$ cat config.mk
export PLATFORM = sky130hd
export DESIGN_NAME = pc_sequencer_flat
export DESIGN_NICKNAME = d
export VERILOG_FILES = /design/src/rtl/pc_sequencer_if.sv /design/src/rtl/pc_sequencer.sv /design/src/flat_wrapper.sv
export SDC_FILE = /design/constraint.sdc
export NUM_CORES = 1
export LEC_CHECK = 0
export CORE_MARGIN = 2
export CORE_UTILIZATION = 40
export CTS_BUF_LIST = sky130_fd_sc_hd__clkbuf_4 sky130_fd_sc_hd__clkbuf_8 sky130_fd_sc_hd__clkbuf_16
export DETAILED_ROUTE_END_ITERATION = 6
export HOLD_SLACK_MARGIN = 0.12
export PLACE_DENSITY = 0.67
export RECOVER_POWER = 50
export SLEW_MARGIN = 10
export SYNTH_ARGS = -nofsm -noshare
export SYNTH_HDL_FRONTEND = slang
export SYNTH_SLANG_ARGS = --single-unit
$ cat constraint.sdc
create_clock -name clk -period 3.1 [get_ports clk]
set_input_delay 0.31 -clock clk [delete_from_list [all_inputs] [get_ports clk]]
set_output_delay 0.31 -clock clk [all_outputs]
set_load 0.02 [all_outputs]
$ cat src/rtl/pc_sequencer_if.sv
// Branch-decision to PC-sequencer bus: decoded branch inputs, fetch controls and the PC-stage outputs.
// master = upstream branch/decode logic, slave = pc_sequencer.
interface pc_sequencer_if #(
   parameter int unsigned ADDR_W = 32
);
   logic              branch;
   logic [1:0]        br_kind;
   logic [ADDR_W-1:0] br_offset;
   logic [ADDR_W-1:0] br_reg;
   logic              instr_valid;
   logic              stall;
   logic              halt_req;
   logic              resume;
   logic [ADDR_W-1:0] pc;
   logic              pc_valid;
   logic              link_we;
   logic [ADDR_W-1:0] link_data;
   logic              halted;
   logic              misalign_trap;

   modport master (
      output branch, br_kind, br_offset, br_reg, instr_valid, stall, halt_req, resume,
      input  pc, pc_valid, link_we, link_data, halted, misalign_trap
   );

   modport slave (
      input  branch, br_kind, br_offset, br_reg, instr_valid, stall, halt_req, resume,
      output pc, pc_valid, link_we, link_data, halted, misalign_trap
   );
endinterface

$ cat src/rtl/pc_sequencer.sv
// Program-counter stage: owns the architectural PC and selects sequential, relative, register or call targets.
// Handles stall, halt/resume and sticky misaligned-target trapping; all outputs are registered.
module pc_sequencer #(
   parameter int unsigned              ADDR_W   = 32,
   parameter logic [ADDR_W-1:0]        RESET_PC = '0,
   parameter int unsigned              STEP     = 4
) (
   input  logic               clk,
   input  logic               rst_n,
   pc_sequencer_if.slave      bus
);

   localparam logic [1:0] KIND_NONE = 2'b00;
   localparam logic [1:0] KIND_REL  = 2'b01;
   localparam logic [1:0] KIND_REG  = 2'b10;
   localparam logic [1:0] KIND_CALL = 2'b11;

   typedef enum logic [2:0] {
      BOOT  = 3'd0,
      RUN   = 3'd1,
      STALL = 3'd2,
      HALT  = 3'd3,
      TRAP  = 3'd4
   } state_t;

   state_t            state;
   logic              halt_pend;

   logic [ADDR_W-1:0] seq_pc;
   logic [ADDR_W-1:0] rel_pc;
   logic [ADDR_W-1:0] target;
   logic [ADDR_W-1:0] next_pc;
   logic              taken;
   logic              is_call;
   logic              misaligned;
   logic              halt_now;

   // Next-PC selection; all sums wrap modulo 2^ADDR_W.
   always_comb begin
      seq_pc     = bus.pc + ADDR_W'(STEP);
      rel_pc     = bus.pc + bus.br_offset;
      taken      = bus.instr_valid && bus.branch && (bus.br_kind != KIND_NONE);
      is_call    = (bus.br_kind == KIND_CALL);
      target     = seq_pc;
      case (bus.br_kind)
         KIND_REL:  target = rel_pc;
         KIND_REG:  target = bus.br_reg;
         KIND_CALL: target = rel_pc;
         default:   target = seq_pc;
      endcase
      misaligned = taken && (target[1:0] != 2'b00);
      next_pc    = taken ? target : seq_pc;
      halt_now   = bus.halt_req || halt_pend;
   end

   // Sequencer state and registered outputs.
   always_ff @(posedge clk or negedge rst_n) begin
      if (!rst_n) begin
         state             <= BOOT;
         halt_pend         <= 1'b0;
         bus.pc            <= RESET_PC;
         bus.pc_valid      <= 1'b0;
         bus.link_we       <= 1'b0;
         bus.link_data     <= '0;
         bus.halted        <= 1'b0;
         bus.misalign_trap <= 1'b0;
      end else begin
         bus.link_we <= 1'b0;
         case (state)
            BOOT: begin
               state        <= RUN;
               bus.pc_valid <= 1'b1;
            end

            RUN: begin
               if (bus.stall) begin
                  // Stall wins over a coincident halt; the halt is remembered for later.
                  state <= STALL;
                  if (bus.halt_req) begin
                     halt_pend <= 1'b1;
                  end
               end else if (misaligned) begin
                  state             <= TRAP;
                  halt_pend         <= 1'b0;
                  bus.pc_valid      <= 1'b0;
                  bus.misalign_trap <= 1'b1;
               end else begin
                  bus.pc <= next_pc;
                  if (taken && is_call) begin
                     bus.link_we   <= 1'b1;
                     bus.link_data <= seq_pc;
                  end
                  if (halt_now) begin
                     state        <= HALT;
                     halt_pend    <= 1'b0;
                     bus.pc_valid <= 1'b0;
                     bus.halted   <= 1'b1;
                  end
               end
            end

            STALL: begin
               if (bus.halt_req) begin
                  halt_pend <= 1'b1;
               end
               if (!bus.stall) begin
                  state <= RUN;
               end
            end

            HALT: begin
               // A coincident halt_req keeps the sequencer halted.
               if (bus.resume && !bus.halt_req) begin
                  state        <= RUN;
                  bus.pc_valid <= 1'b1;
                  bus.halted   <= 1'b0;
               end
            end

            TRAP: begin
               bus.pc_valid <= 1'b0;
            end

            default: begin
               state        <= BOOT;
               bus.pc_valid <= 1'b0;
            end
         endcase
      end
   end

endmodule

$ cat src/flat_wrapper.sv
// flat-port wrapper written by rule: the top's interface ports become plain ports
module pc_sequencer_flat 
#(
   parameter int unsigned              ADDR_W   = 32,
   parameter logic [ADDR_W-1:0]        RESET_PC = '0,
   parameter int unsigned              STEP     = 4
)
  (clk, rst_n, bus_branch, bus_br_kind, bus_br_offset, bus_br_reg, bus_instr_valid, bus_stall, bus_halt_req, bus_resume, bus_pc, bus_pc_valid, bus_link_we, bus_link_data, bus_halted, bus_misalign_trap);
  pc_sequencer_if #(.ADDR_W(ADDR_W)) bus_i ();
  input  logic clk;
  input  logic rst_n;
  input wire logic [$bits(bus_i.branch)-1:0] bus_branch;
  input wire logic [$bits(bus_i.br_kind)-1:0] bus_br_kind;
  input wire logic [$bits(bus_i.br_offset)-1:0] bus_br_offset;
  input wire logic [$bits(bus_i.br_reg)-1:0] bus_br_reg;
  input wire logic [$bits(bus_i.instr_valid)-1:0] bus_instr_valid;
  input wire logic [$bits(bus_i.stall)-1:0] bus_stall;
  input wire logic [$bits(bus_i.halt_req)-1:0] bus_halt_req;
  input wire logic [$bits(bus_i.resume)-1:0] bus_resume;
  output wire logic [$bits(bus_i.pc)-1:0] bus_pc;
  output wire logic [$bits(bus_i.pc_valid)-1:0] bus_pc_valid;
  output wire logic [$bits(bus_i.link_we)-1:0] bus_link_we;
  output wire logic [$bits(bus_i.link_data)-1:0] bus_link_data;
  output wire logic [$bits(bus_i.halted)-1:0] bus_halted;
  output wire logic [$bits(bus_i.misalign_trap)-1:0] bus_misalign_trap;
  assign bus_i.branch = bus_branch;
  assign bus_i.br_kind = bus_br_kind;
  assign bus_i.br_offset = bus_br_offset;
  assign bus_i.br_reg = bus_br_reg;
  assign bus_i.instr_valid = bus_instr_valid;
  assign bus_i.stall = bus_stall;
  assign bus_i.halt_req = bus_halt_req;
  assign bus_i.resume = bus_resume;
  assign bus_pc = bus_i.pc;
  assign bus_pc_valid = bus_i.pc_valid;
  assign bus_link_we = bus_i.link_we;
  assign bus_link_data = bus_i.link_data;
  assign bus_halted = bus_i.halted;
  assign bus_misalign_trap = bus_i.misalign_trap;
  pc_sequencer #(.ADDR_W(ADDR_W), .RESET_PC(RESET_PC), .STEP(STEP)) u_core (.clk(clk), .rst_n(rst_n), .bus(bus_i));
endmodule
After elaboration in Yosys (flattened, before gate mapping)

Index checks and enable logic that the tools add are counted.
Widths: inputs -> output; s select.

Flip-flop bits (word level): 72
Latch bits: 0
RAM bits: 0
Memory bits (read-only): 0
Bits of input ports: 73
Output and inout port bits: 68
Word-level logic and storage cells: 73
Memories kept: 0

Add/subtract/negate cells: 2
Multipliers: 0
Divide/modulo/power cells: 0
Order comparisons: 0
Equal/unequal tests: 14
Shift-type cells: 0
Mux-type cells: 25
Bitwise logic cells: 4
Reductions and logical operators: 20

Operators with widths:

| operator              | count |
|---|---|
| $pmux 32 s2           | 1 |
| $add 32x3->32 const B | 1 |
| $add 32x32->32        | 1 |
| $mux 32               | 1 |
| $mux 3                | 5 |
| $pmux 3 s5            | 1 |
| $mux 1                | 14 |
| $reduce_and 4->1      | 3 |
| $reduce_bool 2->1     | 4 |
| $eq 3x2->1 const B    | 2 |
| $ne 2x2->1 const B    | 3 |
| $reduce_and 3->1      | 2 |
| $logic_and 1x1->1     | 5 |
| $reduce_and 5->1      | 1 |
| $eq 2x2->1 const B    | 2 |
| $ne 2x1->1 const B    | 2 |
| $ne 4x2->1 const B    | 1 |
| $not 1->1             | 4 |
| $pmux 1 s2            | 2 |
| $pmux 1 s4            | 1 |
| $eq 3x1->1 const B    | 1 |
| $eq 3x3->1 const B    | 1 |
| $logic_not 3->1       | 1 |
| $ne 3x1->1 const B    | 1 |
| other kinds (5)       | 5 |

Depth between registers and ports, before layout

Word-level depth: 8
Depth in mapped cells: 12
Gate-level depth less buffers: 12

Worst setup path after synthesis

OpenSTA, ideal clock, no wires.

Kind: flip-flop to flip-flop
From: reg u_core.bus.pc[6]
To: reg u_core.bus.pc[29]
Setup time: 0.126 ns
Data arrival time: 2.481 ns
Required time: 2.974 ns
Slack: 0.493 ns
Stages on the path, launching flop included: 10
Path buffers: 0
Clock period less this slack: 2.607 ns
Cell sequence: dfrtp_1 > ha_1 > nand4_1 > o31a_1 > o41ai_4 > a211oi_1 > o31ai_1 > xor2_1 > a221oi_1 > nor2_1

Cells in the longest elaborated chain, start to end: 3
Elaborated cells on any way between the ends: 4
Classes of those cells: add/sub (2); mux (2)

Ends and longest elaborated chain:

| item                                                   | RTL line                               | source |
|---|---|---|
| from (decl)                                            | pc_sequencer_if.sv:28                  | `output pc, pc_valid, link_we, link_data, halted, misalign_trap` |
| from (signal assigned)                                 | pc_sequencer.sv:88                     | `bus.pc <= next_pc;` |
| $add 32x3->32 / $add 32x32->32 (equally long branches) | pc_sequencer.sv:40, pc_sequencer.sv:41 |  |
| $pmux 32 s2                                            | pc_sequencer.sv:45                     | `case (bus.br_kind)` |
| $mux 32 (*)                                            | pc_sequencer.sv:52                     | `next_pc = taken ? target : seq_pc;` |

Every way passes the cells marked *; elsewhere a longest branch is shown, timed or not.
A chain may end at the register's enable or synchronous reset.

Worst setup path after layout

From: in bus_br_offset[0]
To: reg u_core.bus.pc[26]

Cells in the longest elaborated chain, start to end: 6
Elaborated cells on any way between the ends: 7
Classes of those cells: add/sub (1); mux (2); bitwise (1); reduce/logical (3)

Ends and longest elaborated chain:

| item                       | RTL line           | source |
|---|---|---|
| from (decl)                | flat_wrapper.sv:14 | `input wire logic [$bits(bus_i.br_offset)-1:0] bus_br_offset;` |
| $add 32x32->32 (*)         | pc_sequencer.sv:41 | `rel_pc = bus.pc + bus.br_offset;` |
| $pmux 32 s2 (*)            | pc_sequencer.sv:45 |  |
| $reduce_bool 2->1          | pc_sequencer.sv:51 | `misaligned = taken && (target[1:0] != 2'b00);` |
| $logic_and 1x1->1          | pc_sequencer.sv:51 |  |
| $not 1->1 (no line)        | --                 |  |
| $reduce_and 3->1 (no line) | --                 |  |

Marked as above.

==> flow_summary.json <==
{
  "status": "complete, but fails checks",
  "violations": "max-capacitance violations, max-slew violations",
  "synth_top_area_cell": "dfrtp_1",
  "root_buffer": "clkbuf_16",
  "cp_top_family": "compound AO/OA/AOI/OAI gates",
  "p_seq_share_pct": 24.5,
  "rsz0062_at_grt": "no",
  "power_switching_mw": 3.351,
  "slew_headroom_pct": -13.40,
  "place_area_mm2": 0.007466,
  "yosysWarnings": 0,
  "worst_ep_required_time_ps": 3360,
  "synth_area_leaders": "dfrtp_1 32%, ha_1 7.2%, a21oi_1 6.0%",
  "fin_crit_sh_pct": 91.48,
  "grt_pass1_wl_mm": 30.88,
  "grt_usage_pct": 26.79,
  "fmax_ghz": 0.3526,
  "grt_max_degree": 57,
  "fin_skew_ps": 11.61,
  "wl_mm": 20.07,
  "clk_pin_slew_ps": 60,
  "drive_gt1_share_pct": 10.23,
  "pin_count": 141,
  "first_pass_iters": 5,
  "clockBufferDepth": 2,
  "end_kind": "register",
  "synth_ff_type": "dfrtp_1",
  "r2r_slack_ps": 270,
  "stdcell_area_mm2": 0.007767,
  "critical_path_class": "in -> reg",
  "p_int_mw": 3.830,
  "die_w_um": 122.3,
  "hold_path_class": "reg -> reg",
  "nNetsFinal": 961,
  "combPwrFrac_pct": 61.5,
  "yosysTopAreaCellShare_pct": 32.19,
  "period_minus_slack_ps": 2836,
  "worst_pin_slew_ps": 1701,
  "cts_sinks": 72,
  "hold_viol": 0,
  "gp_congestion": 0.9299,
  "dieArea_mm2": 0.01496,
  "vias_per_cell": 5.786,
  "insertion_delay_ps": 340,
  "syn-instance-count": 688,
  "antenna_found_initial": 1,
  "hpwl_mm": 15.95,
  "core_mm2": 0.01377,
  "area_growth_pct": 38.76,
  "drc_errors": 0,
  "layout_common_cells": "107 x clkdlybuf4s50_1, 83 x nand2_1, 72 x dfrtp_1, 67 x a21oi_1, 58 x nor2_1",
  "start_util_pct": 40.64,
  "syn-mean-instance-area_um2": 8.136,
  "synth_edf_count": 0,
  "async_flop_share_pct": 100.0,
  "diodes": 0,
  "worstPathCellList": "clkdlybuf4s50_1 > ha_1 > inv_1 > fa_1 > nand2b_1 > a211oi_2 > o21ai_1 > a21oi_1 > buf_4 > o211ai_1 > a21oi_1 > nor2_1 > mux2_2 > a21oi_1",
  "drv_cap": 1,
  "final_util_pct": 56.40,
  "hold_depth": 1,
  "cp_slowest_cell": "clkdlybuf4s50_1",
  "reg2reg_depth": 11,
  "cts_tree": "yes",
  "dieHeight_um": 122.3,
  "synth_cell_types": 66,
  "p_per_area_mw_per_mm2": 924.4,
  "startpoint_type": "input port",
  "core.rowCount": 43,
  "r2r-start": "u_core.bus.pc[4]$_DFFE_PN0P_",
  "numPortBuffers": 140,
  "crit_top_cell": "a21oi_1",
  "cpPeakStageDelay_ps": 460,
  "netlist_area_mm2": 0.005598,
  "worstPathArrival_ps": 3100,
  "power_mw": 7.180,
  "ant_nets": 0,
  "vdd_drop_max_mv": 0.4464,
  "worst-path-buf-inv": 3,
  "pwr-share-clk_pct": 13.9,
  "setup_viol": 0,
  "final_common_cell": "clkdlybuf4s50_1",
  "overflow": 0,
  "r2r-end": "u_core.bus.pc[31]$_DFFE_PN0P_",
  "min_to": "u_core.bus.misalign_trap$_DFFE_PN0P_",
  "synth_seq_area_share_pct": 32.19,
  "hp-start": "u_core.bus.misalign_trap$_DFFE_PN0P_",
  "dr_total_vias": 6017,
  "final.setup.tns_ps": 0,
  "ys_seq_elements": 72,
  "drv_slew": 30,
  "cp_max_fo": 4,
  "wire_per_inst_um": 19.30,
  "grt_pass1_vias": 5722,
  "switching_share_pct": 46.66,
  "cts_buffers": 9,
  "drt_iter0_markers": 548,
  "h-tree-depth": 3,
  "syn_nets": 794,
  "p_leak_nw": 3.416
}
## through the flow
| stage | hold WS [ps] | std cells | worst slack, ps |
|---|---|---|---|
| after global routing | 484.6 | 1040 | 9.348 |
| after floorplan | 14.41 | 688 | 493.1 |
| final | 451.4 | 1040 | 264.2 |
| after detailed placement | 394.8 | 1023 | -114.7 |
| after CTS | 458.9 | 1040 | 217.7 |
| after global placement | 382.6 | 1023 | -72.78 |
## worst register-to-register path, delay by kind of cell, from the launching register on
kind,cells,cell delay [ps]
AOI/OAI and AO/OA,6,1230
DFF,1,420
adders and majority gates,1,370
and+or+nand+nor,2,360
muxes,1,190
buffers and inverters,1,150
## worst max-delay path by stage
stage | from | end | slack [ps] | cells after the start
2_1_floorplan | u_core.bus.pc[6]$_DFFE_PN0P_ | u_core.bus.pc[29]$_DFFE_PN0P_ | 490 | 9
3_3_place_gp | bus_br_offset[0] | u_core.bus.pc[18]$_DFFE_PN0P_ | -70 | 14
3_5_place_dp | bus_br_offset[0] | u_core.bus.pc[18]$_DFFE_PN0P_ | -110 | 14
4_1_cts | bus_br_offset[0] | u_core.bus.pc[18]$_DFFE_PN0P_ | 220 | 14
5_1_grt | bus_br_offset[0] | u_core.bus.pc[18]$_DFFE_PN0P_ | 9 | 14
6_report | bus_br_offset[0] | u_core.bus.pc[26]$_DFFE_PN0P_ | 260 | 14
## routing by layer
metal / vias up / wire [um] / track usage (%) / share of wire (%)
met5: - / 13 / 0 / 0.065
met4: 2 / 246 / 7.256 / 1.2
met1: 2845 / 9323 / 39.96 / 46
met2: 298 / 8853 / 39.38 / 44
li1: 2847 / - / - / -
met3: 25 / 1636 / 5.204 / 8.2
## cells by family after synthesis
group	share of synthesized area, %
AOI/OAI and AO/OA	27.51
and+or+nand+nor	19.02
DFF	32.19
buffers and inverters	3.934
xor gates and xnor gates	8.449
adders and majority gates	7.510
muxes	1.386
## sequential cells by signal, indices dropped and copies added (netlist names)
signal and cells:
u_core.bus.pc_valid 1, u_core.bus.halted 1, u_core.state 3, u_core.bus.pc 32
u_core.halt_pend 1, u_core.bus.link_data 32, u_core.bus.link_we 1, u_core.bus.misalign_trap 1
## layout make-up
| type | count | area (um2) |
|---|---|---|
| fillers | 1290 | 6006 |
| multi-input cells | 563 | 3585 |
| repair buffers | 193 | 1803 |
| flip-flops and latches | 72 | 1802 |
| clock buffers | 11 | 252.7 |
| well taps | 180 | 225.2 |
| inverters | 16 | 60.06 |
| clock inverters | 5 | 40.04 |
## power groups by stage
stage	sequential [mW]	combinational [mW]	clock, mW
6_report	1.76	4.42	1.00
5_1_grt	1.81	4.77	1.05
4_1_cts	1.75	4.42	1.01
3_5_place_dp	1.76	4.39	0
3_3_place_gp	1.76	4.37	0
2_1_floorplan	2.09	2.14	0
## Yosys cell counts, types with 13 or more instances
| cell | count |
|---|---|
| a21oi_1 | 67 |
| ha_1 | 32 |
| a21o_1 | 18 |
| xnor2_1 | 28 |
| a221oi_1 | 13 |
| nand2_1 | 83 |
| xor2_1 | 26 |
| o21ai_0 | 55 |
| and3_1 | 14 |
| a31oi_1 | 15 |
| inv_1 | 16 |
| nand3_1 | 22 |
| clkbuf_1 | 30 |
| dfrtp_1 | 72 |
| nor2_1 | 58 |
## timing repair
action / 4_1_cts / 5_1_grt
resized for setup: 0 / 1
buffers inserted: 0 / 0
hold buffers: 1 / 0
hold endpoints to repair: 27 / 0
setup endpoints to repair: 0 / 1
No activity file was read; power rests on OpenSTA's default activity.
